<file path="src/rtl/out_display.sv">
// out_display: SAP-1 output register with a sequential binary-to-BCD converter
// (shift-add-3) and a time-multiplexed 4-position 7-segment display driver.
// Optional feature macro: OUT_DISPLAY_SIGNED_EN (two's complement display with
// a "-" on the sign position). Default build is unsigned 0..255.
module out_display #(
    parameter int SCAN_DIV = 1000
) (
    input  logic       clk,
    input  logic       rst_n,
    input  logic [7:0] bus,
    input  logic       out_ld,
    output logic [7:0] out_val,
    output logic       busy,
    output logic [3:0] dig_en,
    output logic [6:0] seg
);

    localparam int CW = (SCAN_DIV > 1) ? $clog2(SCAN_DIV) : 1;
    localparam logic [CW-1:0] SCAN_LAST = CW'(SCAN_DIV - 1);

    typedef enum logic [1:0] {
        IDLE = 2'd0,
        CONV = 2'd1,
        DONE = 2'd2
    } state_t;

    state_t          state_r, state_next_s;
    logic [7:0]      out_val_r;
    logic            busy_r;
    logic [7:0]      shift_r, shift_next_s;
    logic [9:0]      bcd_r, bcd_next_s;
    logic [2:0]      step_r;
    logic [3:0]      hund_r, tens_r, units_r;
    logic [CW-1:0]   scan_cnt_r;
    logic [3:0]      dig_en_r;
    logic [7:0]      mag_s;
    logic [6:0]      seg_s;
    logic [17:0]     dabble_s;
`ifdef OUT_DISPLAY_SIGNED_EN
    logic            neg_pend_r;
    logic            neg_r;
`endif

    // Add-3 correction applied to a BCD nibble before it is shifted.
    function automatic logic [3:0] add3(input logic [3:0] n);
        logic [3:0] r;
        if (n >= 4'd5) begin
            r = n + 4'd3;
        end else begin
            r = n;
        end
        return r;
    endfunction

    // 7-segment pattern {g,f,e,d,c,b,a} for a decimal digit; anything else blanks.
    function automatic logic [6:0] seg_code(input logic [3:0] d);
        logic [6:0] r;
        case (d)
            4'd0:    r = 7'h3F;
            4'd1:    r = 7'h06;
            4'd2:    r = 7'h5B;
            4'd3:    r = 7'h4F;
            4'd4:    r = 7'h66;
            4'd5:    r = 7'h6D;
            4'd6:    r = 7'h7D;
            4'd7:    r = 7'h07;
            4'd8:    r = 7'h7F;
            4'd9:    r = 7'h6F;
            default: r = 7'h00;
        endcase
        return r;
    endfunction

    // Value fed to the converter: raw byte, or its magnitude when signed (8'h80 -> 128).
    always_comb begin
        mag_s = bus;
`ifdef OUT_DISPLAY_SIGNED_EN
        if (bus[7]) begin
            mag_s = 8'd0 - bus;
        end else begin
            mag_s = bus;
        end
`endif
    end

    // One double-dabble step: adjust tens/units nibbles, then shift {bcd,shift} left.
    // The hundreds field only ever reaches 2, so it never needs adjusting.
    always_comb begin
        dabble_s     = {bcd_r[9:8], add3(bcd_r[7:4]), add3(bcd_r[3:0]), shift_r};
        bcd_next_s   = dabble_s[16:7];
        shift_next_s = {dabble_s[6:0], 1'b0};
    end

    // Next-state logic; a load restarts the conversion from any state.
    always_comb begin
        state_next_s = state_r;
        if (out_ld) begin
            state_next_s = CONV;
        end else begin
            case (state_r)
                IDLE:    state_next_s = IDLE;
                CONV:    state_next_s = (step_r == 3'd7) ? DONE : CONV;
                DONE:    state_next_s = IDLE;
                default: state_next_s = IDLE;
            endcase
        end
    end

    // State register.
    always_ff @(posedge clk or negedge rst_n) begin
        if (!rst_n) begin
            state_r <= IDLE;
        end else begin
            state_r <= state_next_s;
        end
    end

    // Capture, conversion datapath and commit of the displayed digits.
    always_ff @(posedge clk or negedge rst_n) begin
        if (!rst_n) begin
            out_val_r <= 8'd0;
            busy_r    <= 1'b0;
            shift_r   <= 8'd0;
            bcd_r     <= 10'd0;
            step_r    <= 3'd0;
            hund_r    <= 4'd0;
            tens_r    <= 4'd0;
            units_r   <= 4'd0;
        end else if (out_ld) begin
            out_val_r <= bus;
            busy_r    <= 1'b1;
            shift_r   <= mag_s;
            bcd_r     <= 10'd0;
            step_r    <= 3'd0;
        end else if (state_r == CONV) begin
            shift_r   <= shift_next_s;
            bcd_r     <= bcd_next_s;
            step_r    <= step_r + 3'd1;
        end else if (state_r == DONE) begin
            hund_r    <= {2'b00, bcd_r[9:8]};
            tens_r    <= bcd_r[7:4];
            units_r   <= bcd_r[3:0];
            busy_r    <= 1'b0;
        end else begin
            busy_r    <= busy_r;
        end
    end

`ifdef OUT_DISPLAY_SIGNED_EN
    // Sign of the pending conversion, committed together with the digits.
    always_ff @(posedge clk or negedge rst_n) begin
        if (!rst_n) begin
            neg_pend_r <= 1'b0;
            neg_r      <= 1'b0;
        end else if (out_ld) begin
            neg_pend_r <= bus[7];
        end else if (state_r == DONE) begin
            neg_r      <= neg_pend_r;
        end else begin
            neg_r      <= neg_r;
        end
    end
`endif

    // Free-running digit scan: rotate the one-hot enable each SCAN_DIV cycles.
    always_ff @(posedge clk or negedge rst_n) begin
        if (!rst_n) begin
            scan_cnt_r <= '0;
            dig_en_r   <= 4'b0001;
        end else if (scan_cnt_r == SCAN_LAST) begin
            scan_cnt_r <= '0;
            dig_en_r   <= {dig_en_r[2:0], dig_en_r[3]};
        end else begin
            scan_cnt_r <= scan_cnt_r + CW'(1);
        end
    end

    // Segment pattern for the enabled position, with leading-zero blanking.
    always_comb begin
        seg_s = 7'h00;
        case (dig_en_r)
            4'b0001: seg_s = seg_code(units_r);
            4'b0010: begin
                if ((hund_r == 4'd0) && (tens_r == 4'd0)) begin
                    seg_s = 7'h00;
                end else begin
                    seg_s = seg_code(tens_r);
                end
            end
            4'b0100: begin
                if (hund_r == 4'd0) begin
                    seg_s = 7'h00;
                end else begin
                    seg_s = seg_code(hund_r);
                end
            end
            4'b1000: begin
`ifdef OUT_DISPLAY_SIGNED_EN
                if (neg_r) begin
                    seg_s = 7'h40;
                end else begin
                    seg_s = 7'h00;
                end
`else
                seg_s = 7'h00;
`endif
            end
            default: seg_s = 7'h00;
        endcase
    end

    assign out_val = out_val_r;
    assign busy    = busy_r;
    assign dig_en  = dig_en_r;
    assign seg     = seg_s;

endmodule

</file>
<file path="config.mk">
export PLATFORM = sky130hd
export DESIGN_NAME = out_display
export DESIGN_NICKNAME = d
export VERILOG_FILES = /design/src/rtl/out_display.sv
export SDC_FILE = /design/constraint.sdc
export NUM_CORES = 1
export LEC_CHECK = 0
export CAP_MARGIN = 10
export CORE_AREA = 2 2 106 77
export CTS_BUF_LIST = sky130_fd_sc_hd__clkbuf_8
export CTS_CLUSTER_DIAMETER = 100
export DETAILED_ROUTE_END_ITERATION = 16
export DIE_AREA = 0 0 108 79
export SLEW_MARGIN = 20
export SYNTH_ARGS = -nofsm -noshare
export SYNTH_HDL_FRONTEND = slang
export SYNTH_SLANG_ARGS = --single-unit
</file>
<file path="constraint.sdc">
create_clock -name clk -period 3.5 [get_ports clk]
set_clock_uncertainty 0.2 [all_clocks]
set_input_delay 1.05 -clock clk [delete_from_list [all_inputs] [get_ports clk]]
set_output_delay 1.05 -clock clk [all_outputs]
set_load 0.03 [all_outputs]
</file>
### After elaboration in Yosys (flattened, before gate mapping)

Memories as Yosys holds them, arrays and structs flattened.
Cells that the tools add are included.

* add/subtract/negate cells: 4
* $lt $le $gt $ge: 2
* equality and inequality tests: 8
* muxes and demuxes: 18
* bitwise operators: 2
* reductions and logical operators: 7

Operators by type and width (number)
* $mux W10: 3
* $pmux W7 S3: 1
* $mux W8: 2
* $mux W7: 2
* $add A10 B1 Y10 const B: 1
* $eq A10 B10 Y1 const B: 1
* $add A4 B2 Y4 const B: 2
* $ge A4 B3 Y1 const B: 2
* $logic_not A4 Y1: 2
* $mux W4: 2
* $mux W2: 3
* $mux W3: 2
* $eq A4 B1 Y1 const B: 1
* $eq A4 B2 Y1 const B: 1
* $eq A4 B3 Y1 const B: 1
* $reduce_bool A2 Y1: 2
* $add A3 B1 Y3 const B: 1
* $eq A3 B3 Y1 const B: 1
* $mux W1: 3
* $reduce_and A3 Y1: 1
* $eq A2 B1 Y1 const B: 1
* $eq A2 B2 Y1 const B: 1
* $ne A2 B2 Y1 const B: 1
* $not A1 Y1: 2
* other kinds (2): 2

* flip-flop bits (word level): 56
* memory bits (read-only): 336
* output and inout port bits: 20
* word-level logic and storage cells: 55
* memories kept: 3

Memory list
* (name not given): depth 16, bits a word 7, read ports 1, clocked after memory_dff 0, wr ports 0, line 58 `case (d)`
* (name not given): depth 16, bits a word 7, read ports 1, clocked after memory_dff 0, wr ports 0, line 58
* (name not given): depth 16, bits a word 7, read ports 1, clocked after memory_dff 0, wr ports 0, line 58

### Longest topological paths before layout

Gate-level depths: netlist of the first run.

* depth in word-level cells: 4
* gate-level depth with buffers: 6
* gate-level depth less buffers: 6

### Least setup slack after synthesis of the first run

Ideal clock, no wire load.

* kind: flip-flop to output port
* from: register dig_en_r[3] (netlist: dig_en[3])
* to: output seg[2]
* data arrival time: 1.840 ns
* required time: 2.250 ns
* path slack: 0.410 ns
* cell stages (with the launch flop): 4
* cell sequence: dfrtp_1 -> nor4b_1 -> nand3_1 -> o21ai_0

* longest elaborated chain between the ends: 2
* elaborated cells on any way between the ends: 4
* those cells by class: 3 x eq/ne; 1 x mux

Ends and longest elaborated chain
* start, declared: line 35 `logic [3:0] dig_en_r;`
* start signal, assigned: line 172 `dig_en_r <= {dig_en_r[2:0], dig_en_r[3]};`
* $eq A4 B3 Y1 (tied with other cells): line 181 `case (dig_en_r)`
* $pmux W7 S3 *: line 181
* end, declared: line 15 `output logic [6:0] seg`

Mark *: on every way between the ends. The rest lies on a longest branch, timed or not.

### Worst setup path in the final report of the first run

* from: register tens_r[0]
* to: output seg[3]

* longest elaborated chain between the ends: 4
* elaborated cells on any way between the ends: 5
* those cells by class: 2 x mux; 2 x reduce/logical; 1 x memory

Ends and longest elaborated chain
* start, declared: line 33 `logic [3:0] hund_r, tens_r, units_r;`
* start signal, assigned: line 141 `tens_r <= bcd_r[7:4];`
* parallel branches: the longest is 2 deep, another holds $mem_v2 Z16 W7
* $mux W7 *: line 184 `if ((hund_r == 4'd0) && (tens_r == 4'd0)) begin`
* $pmux W7 S3 *: line 181

Mark *: on every way between the ends.

==> run metrics, run 1 <==
outcome finished clean; total track usage 14.52%; crit path launch tens_r[0]$_DFFE_PN0P_; H-tree levels 2; Leak 1.597 nW; CP Depth 7; final net count 364; drt drc 0; Buffers on Ports 30; Finished Cell Area 3488 um2; final setup margin 130.0 ps; Post-CTS Setup Repair Bufs 0; worst-path cell chain inv_1 > ha_1 > nor2b_1 > or4b_1 > nand3_2 > o221ai_1 > clkbuf_2; Clock transition at path regs 80 ps; Iter 0 DRT Violations 62; WS Path Type reg2out; R2R depth 5; placed cell area 3406 um2; area of the core 7601 um2; first-pass GRT wire length 9970 um; CP required 2250 ps; via count 2163; Worst setup SP type register; worst-margin pin slew 742.6 ps; Syn Area/Cell 9.847 um2; Via density 4.938; Worst-Skew Late Latency 300 ps; pre-CTS setup slack 18.04 ps; max-cap viol count 0; CTS sink count 56; register-to-register setup slack 1260 ps; Layout area overhead 18.09%; HPWL after detailed placement 3936 um; maximum single-stage delay on the critical path 500 ps; Synth cell types 49; # rows 27; max_slew headroom 50.28%; ys async rst share 100.0%; Die X 108 um; Antenna Violating Nets Remaining 0; antenna violations before repair 0; CP Capture Type output pin; unrepaired setup endpoints after global routing no; CP Data Arrival Time 2120 ps; IO Pins 31; Post-synth EDFFs 0; die height 79 um; gpl congestion 0.8689; Post-Syn Instances 300; largest net degree at the start of global routing 57; CTS tree yes; Most used DFF post-synth dfrtp_1; filler cell count 740; Synthesis Warnings 0; synthesis-stage register bit count 56; Syn Nets 328; crit path capture seg[3]; Final Cycle Share 96.29%; GR Overflow Total 0; diode count 0; share of cells above drive strength 1 12.76%; Power per Cell Area 357.2 nW/um2; CTS max path bufs 2; hold depth 1; CTS root buf clkbuf_8; R2R Path Start scan_cnt_r[0]$_DFF_PN0_; Final min period 3370 ps; Worst VDD drop 0.1689 mV; Final setup viols 0; DRT Pass-1 Iters 4; maximum clock frequency 296.7 MHz; CP Buf/Inv Count 2; critical path's slowest cell or4b_1; mapped cell area 2954 um2; vias in the first global route 2145; CTS buffer count 5; wire per inst 12.83 um; Slew Limit Fails 0; Die ar. 8532 um2; setup TNS 0 ps; Starting Density 38.86%; r2r endpoint dig_en[0]$_DFFE_PN1N_; CP delay by family, top simple AND/OR/NAND/NOR gates; final WL 5619 um; critical path peak fanout 6; Hold WC Path Type reg2reg; Hold WS 270.8 ps; hold buffer count at CTS 0; Final Hold Vio Count 0; worst hold start scan_cnt_r[0]$_DFF_PN0_; Seq/Total Area, Yosys 47.48%
## layout by cell type, fill, tap and decap left out, drive strengths merged, types with 2 or more instances in the layout
master | netlist | layout
ha | 17 | 17
or4 | 2 | 2
nor4b | 3 | 3
nor2b | 6 | 6
o22ai | 2 | 2
o21ai | 34 | 34
o211ai | 2 | 2
a21o | 2 | 2
mux2 | 8 | 8
o311ai | 2 | 2
buf | 4 | 13
nand2b | 9 | 9
dfrtp | 55 | 55
or3 | 2 | 2
nand2 | 37 | 37
o221ai | 2 | 2
o21bai | 2 | 2
and3 | 3 | 3
mux2i | 7 | 7
nor3 | 3 | 3
xnor2 | 6 | 6
clkbuf | 9 | 12
xor2 | 5 | 5
nand3 | 6 | 6
a21oi | 17 | 17
nand4b | 2 | 2
nor2 | 15 | 15
and2 | 3 | 3
inv | 22 | 24
clkdlybuf4s50 | 0 | 22
## cell families (layout without fill, tap and decap cells)
kind of cell,count (synthesis),count (layout),synth area share [%]
mux,15,15,5.802
xor+xnor,11,11,3.261
flops,56,56,47.48
buf+inv,35,72,4.828
simple gates,95,95,17.37
compound gates,71,71,14.06
fa+ha+maj,17,17,7.200
## through the flow
stage	power [mW]	util, %	instances
2_1_floorplan	0.7919	-	300
5_1_grt	1.312	45.89	438
6_report	1.246	45.89	438
3_3_place_gp	0.8535	44.81	430
3_5_place_dp	0.8556	44.81	430
4_1_cts	1.265	46.16	438
## cell usage after synthesis, drive strengths merged (4+ instances only)
library cell / number / area (um2)
dfrtp: 55 / 1376
buf: 4 / 26.27
xnor2: 6 / 52.55
inv: 22 / 82.58
clkbuf: 9 / 33.78
nor2b: 6 / 37.54
a21oi: 17 / 85.08
xor2: 5 / 43.79
nor2: 15 / 56.30
ha: 17 / 212.7
nand3: 6 / 42.54
o21ai: 34 / 170.2
mux2i: 7 / 70.07
nand2: 37 / 138.9
mux2: 8 / 101.3
nand2b: 9 / 56.30
## layout make-up
type | instances | area, um2 | area share [%]
Multi-Input combinational cell | 209 | 1420 | 40.71
Clock inverter | 3 | 37.54 | 1.076
Inverter | 22 | 82.58 | 2.367
Sequential cell | 56 | 1403 | 40.21
Clock buffer | 5 | 68.82 | 1.973
Timing Repair Buffer | 42 | 350.3 | 10.04
Tap cell | 101 | 126.4 | 3.623
## repair_timing
action,CTS,global route
hold endpoints to repair,0,0
gates resized for setup,10,18
endpoints found under the setup margin,7,7
gates cloned,0,0
## layer usage
| layer | global-route usage, % | up-vias | part of all wire [%] |
|---|---|---|---|
| met5 | 0 | - | 0 |
| met1 | 21.61 | 1021 | 55 |
| li1 | - | 1101 | - |
| met3 | 3.284 | 5 | 3.4 |
| met2 | 21.01 | 36 | 40 |
| met4 | 4.231 | 0 | 0.89 |
## state kept, by name (all words and copies together), names as in the netlist, 2 cells and up
name and flops:
hund_r 2, tens_r 4, dig_en 4, bcd_r 10, scan_cnt_r 10, step_r 3, out_val 8, units_r 4
state_r 2, shift_r 8
## worst min-delay path by stage
stage,slack [ps],end
global route,290,scan_cnt_r[0]$_DFF_PN0_
global placement,250,scan_cnt_r[0]$_DFF_PN0_
detailed placement,260,scan_cnt_r[0]$_DFF_PN0_
CTS,280,scan_cnt_r[0]$_DFF_PN0_
finish,270,scan_cnt_r[0]$_DFF_PN0_
floorplan,230,scan_cnt_r[0]$_DFF_PN0_
## power by group
part | internal, mW | switching [mW] | total (mW)
clock | 0.209 | 0.196 | 0.404
combinational | 0.0623 | 0.0822 | 0.144
sequential | 0.675 | 0.0222 | 0.697
total | 0.946 | 0.300 | 1.25
No activity file was read; power rests on OpenSTA's default activity.
==> inputs of run 2 (changes only) <==
--- a/config.mk
+++ b/config.mk
@@ -5,12 +5,13 @@
 export SDC_FILE = /design/constraint.sdc
 export NUM_CORES = 1
 export LEC_CHECK = 0
-export CAP_MARGIN = 10
 export CORE_AREA = 2 2 106 77
 export CTS_BUF_LIST = sky130_fd_sc_hd__clkbuf_8
 export CTS_CLUSTER_DIAMETER = 100
 export DETAILED_ROUTE_END_ITERATION = 16
 export DIE_AREA = 0 0 108 79
+export SKIP_CTS_REPAIR_TIMING = 1
+export SKIP_LAST_GASP = 1
 export SLEW_MARGIN = 20
 export SYNTH_ARGS = -nofsm -noshare
 export SYNTH_HDL_FRONTEND = slang
==> run 2 against run 1 <==
- total power is essentially flat
- critical path type unchanged
- wire length shrank 0.30%
- hold slack gained 1.3 ps
- combinational power is essentially flat
- final cell count is the same
- sequential share of layout area shrank 0.47 points
- clock power is essentially flat
==> run metrics, run 2 (same netlist as run 1, synthesis figures left out) <==
Die X 108 um; CP Capture Type output pin; CTS sink count 56; Hold WC Path Type reg2reg; final net count 364; Final Cycle Share 99.12%; Die ar. 8532 um2; hold depth 1; R2R depth 5; Worst-Skew Late Latency 300 ps; DRT Pass-1 Iters 4; CTS root buf clkbuf_8; Final min period 3469 ps; final setup margin 30.67 ps; die height 79 um; filler cell count 732; critical path peak fanout 6; share of cells above drive strength 1 10.09%; CTS tree yes; outcome finished clean; gpl congestion 0.8689; HPWL after detailed placement 3936 um; via count 2160; max-cap viol count 0; Antenna Violating Nets Remaining 0; Starting Density 38.86%; Worst VDD drop 0.1689 mV; first-pass GRT wire length 9887 um; Hold WS 272.1 ps; wire per inst 12.79 um; Layout area overhead 19.48%; CP Data Arrival Time 2220 ps; CTS max path bufs 2; Via density 4.932; antenna violations before repair 0; Buffers on Ports 30; area of the core 7601 um2; GR Overflow Total 0; most common cell after layout, fill and taps aside dfrtp_1; max_slew headroom 50.35%; WS Path Type reg2out; total track usage 14.41%; Final Hold Vio Count 0; final WL 5602 um; commonest non-fill, non-tap cells in the layout 55 x dfrtp_1, 37 x nand2_1, 34 x o21ai_0, 24 x inv_1, 22 x clkdlybuf4s50_1; biggest regs bcd_r x10, scan_cnt_r x10; pre-CTS setup slack 18.04 ps; setup TNS 0 ps; CP required 2250 ps; Iter 0 DRT Violations 69; vias in the first global route 2126; IO Pins 31; Final setup viols 0; Clock transition at path regs 80 ps; worst-margin pin slew 741.6 ps; Slew Limit Fails 0; CTS buffer count 5; largest net degree at the start of global routing 57; Leak 1.716 nW; diode count 0; drt drc 0; H-tree levels 2; Power per Cell Area 352.9 nW/um2; Worst setup SP type register; unrepaired setup endpoints after global routing yes; # rows 27; maximum clock frequency 288.2 MHz
==> run 2: cell count changes in the layout (fill, tap and decap cells not counted) <==
cell / previous run / this run
clkbuf_2: 7 / 0
nor4b_1: 0 / 1
nand3_1: 4 / 5
nor4b_2: 2 / 1
nand3_2: 1 / 0
dlymetal6s2s_1: 0 / 7
==> run 2: final timing paths <==
kind	start	endpoint	slack (ps)
max in group asynchronous	rst_n	scan_cnt_r[4]$_DFF_PN0_	1960
worst max-delay path	tens_r[0]$_DFFE_PN0P_	seg[3]	30
worst min register to register	scan_cnt_r[0]$_DFF_PN0_	scan_cnt_r[0]$_DFF_PN0_	270
min in group asynchronous	rst_n	scan_cnt_r[9]$_DFF_PN0_	660
worst min-delay path	scan_cnt_r[0]$_DFF_PN0_	scan_cnt_r[0]$_DFF_PN0_	270
worst max register to register	scan_cnt_r[0]$_DFF_PN0_	dig_en[0]$_DFFE_PN1N_	1260
==> run 2: worst max-delay path, stage by stage (launching register included) <==
cell and delay, ps:
dfrtp_1 410, inv_1 90, ha_1 150, nor2b_1 160
or4b_1 480, nand3_1 200, o221ai_1 170, dlymetal6s2s_1 270
==> run 2: routing by layer <==
layer | part of all wire, % | wire, um | GRT usage (%) | vias to the layer above
met2 | 41 | 2269 | 20.75 | 35
li1 | - | - | - | 1099
met4 | 0.89 | 50 | 4.231 | 0
met3 | 3.5 | 197 | 3.284 | 5
met1 | 55 | 3085 | 21.51 | 1021
met5 | 0 | 0 | 0 | -
==> run 2: final cells by class <==
class	count	area (um2)	share of cell area (%)
flip-flops and latches	56	1403	39.74
clock inverters	3	37.54	1.063
clock buffers	5	68.82	1.950
inverters	22	82.58	2.340
repair buffers	42	402.9	11.41
well taps	101	126.4	3.580
multi-input cells	209	1409	39.91
==> run 2: report_power, final <==
part | internal (mW) | switching (mW) | leakage, nW
Combinational | 0.0623 | 0.0821 | 0.950
Sequential | 0.675 | 0.0222 | 0.705
Clock | 0.209 | 0.195 | 0.0607
Total | 0.946 | 0.300 | 1.72
==> run 2: metrics by stage <==
stage          utilization [%]  cells  power [mW]  area, um2
2_1_floorplan                -    300      0.7919       2954
3_3_place_gp             44.81    430      0.8535       3406
3_5_place_dp             44.81    430      0.8556       3406
4_1_cts                  46.21    438       1.265       3512
5_1_grt                  46.44    438       1.312       3530
6_report                 46.44    438       1.246       3530
==> inputs of run 3 (changes only) <==
--- a/config.mk
+++ b/config.mk
@@ -8,6 +8,7 @@
 export CORE_AREA = 2 2 106 77
 export CTS_BUF_LIST = sky130_fd_sc_hd__clkbuf_8
 export CTS_CLUSTER_DIAMETER = 100
+export CTS_CLUSTER_SIZE = 10
 export DETAILED_ROUTE_END_ITERATION = 16
 export DIE_AREA = 0 0 108 79
 export SKIP_CTS_REPAIR_TIMING = 1
==> results of run 3 <==
No change in the layout: final DEF, timing and power equal those of run 2.
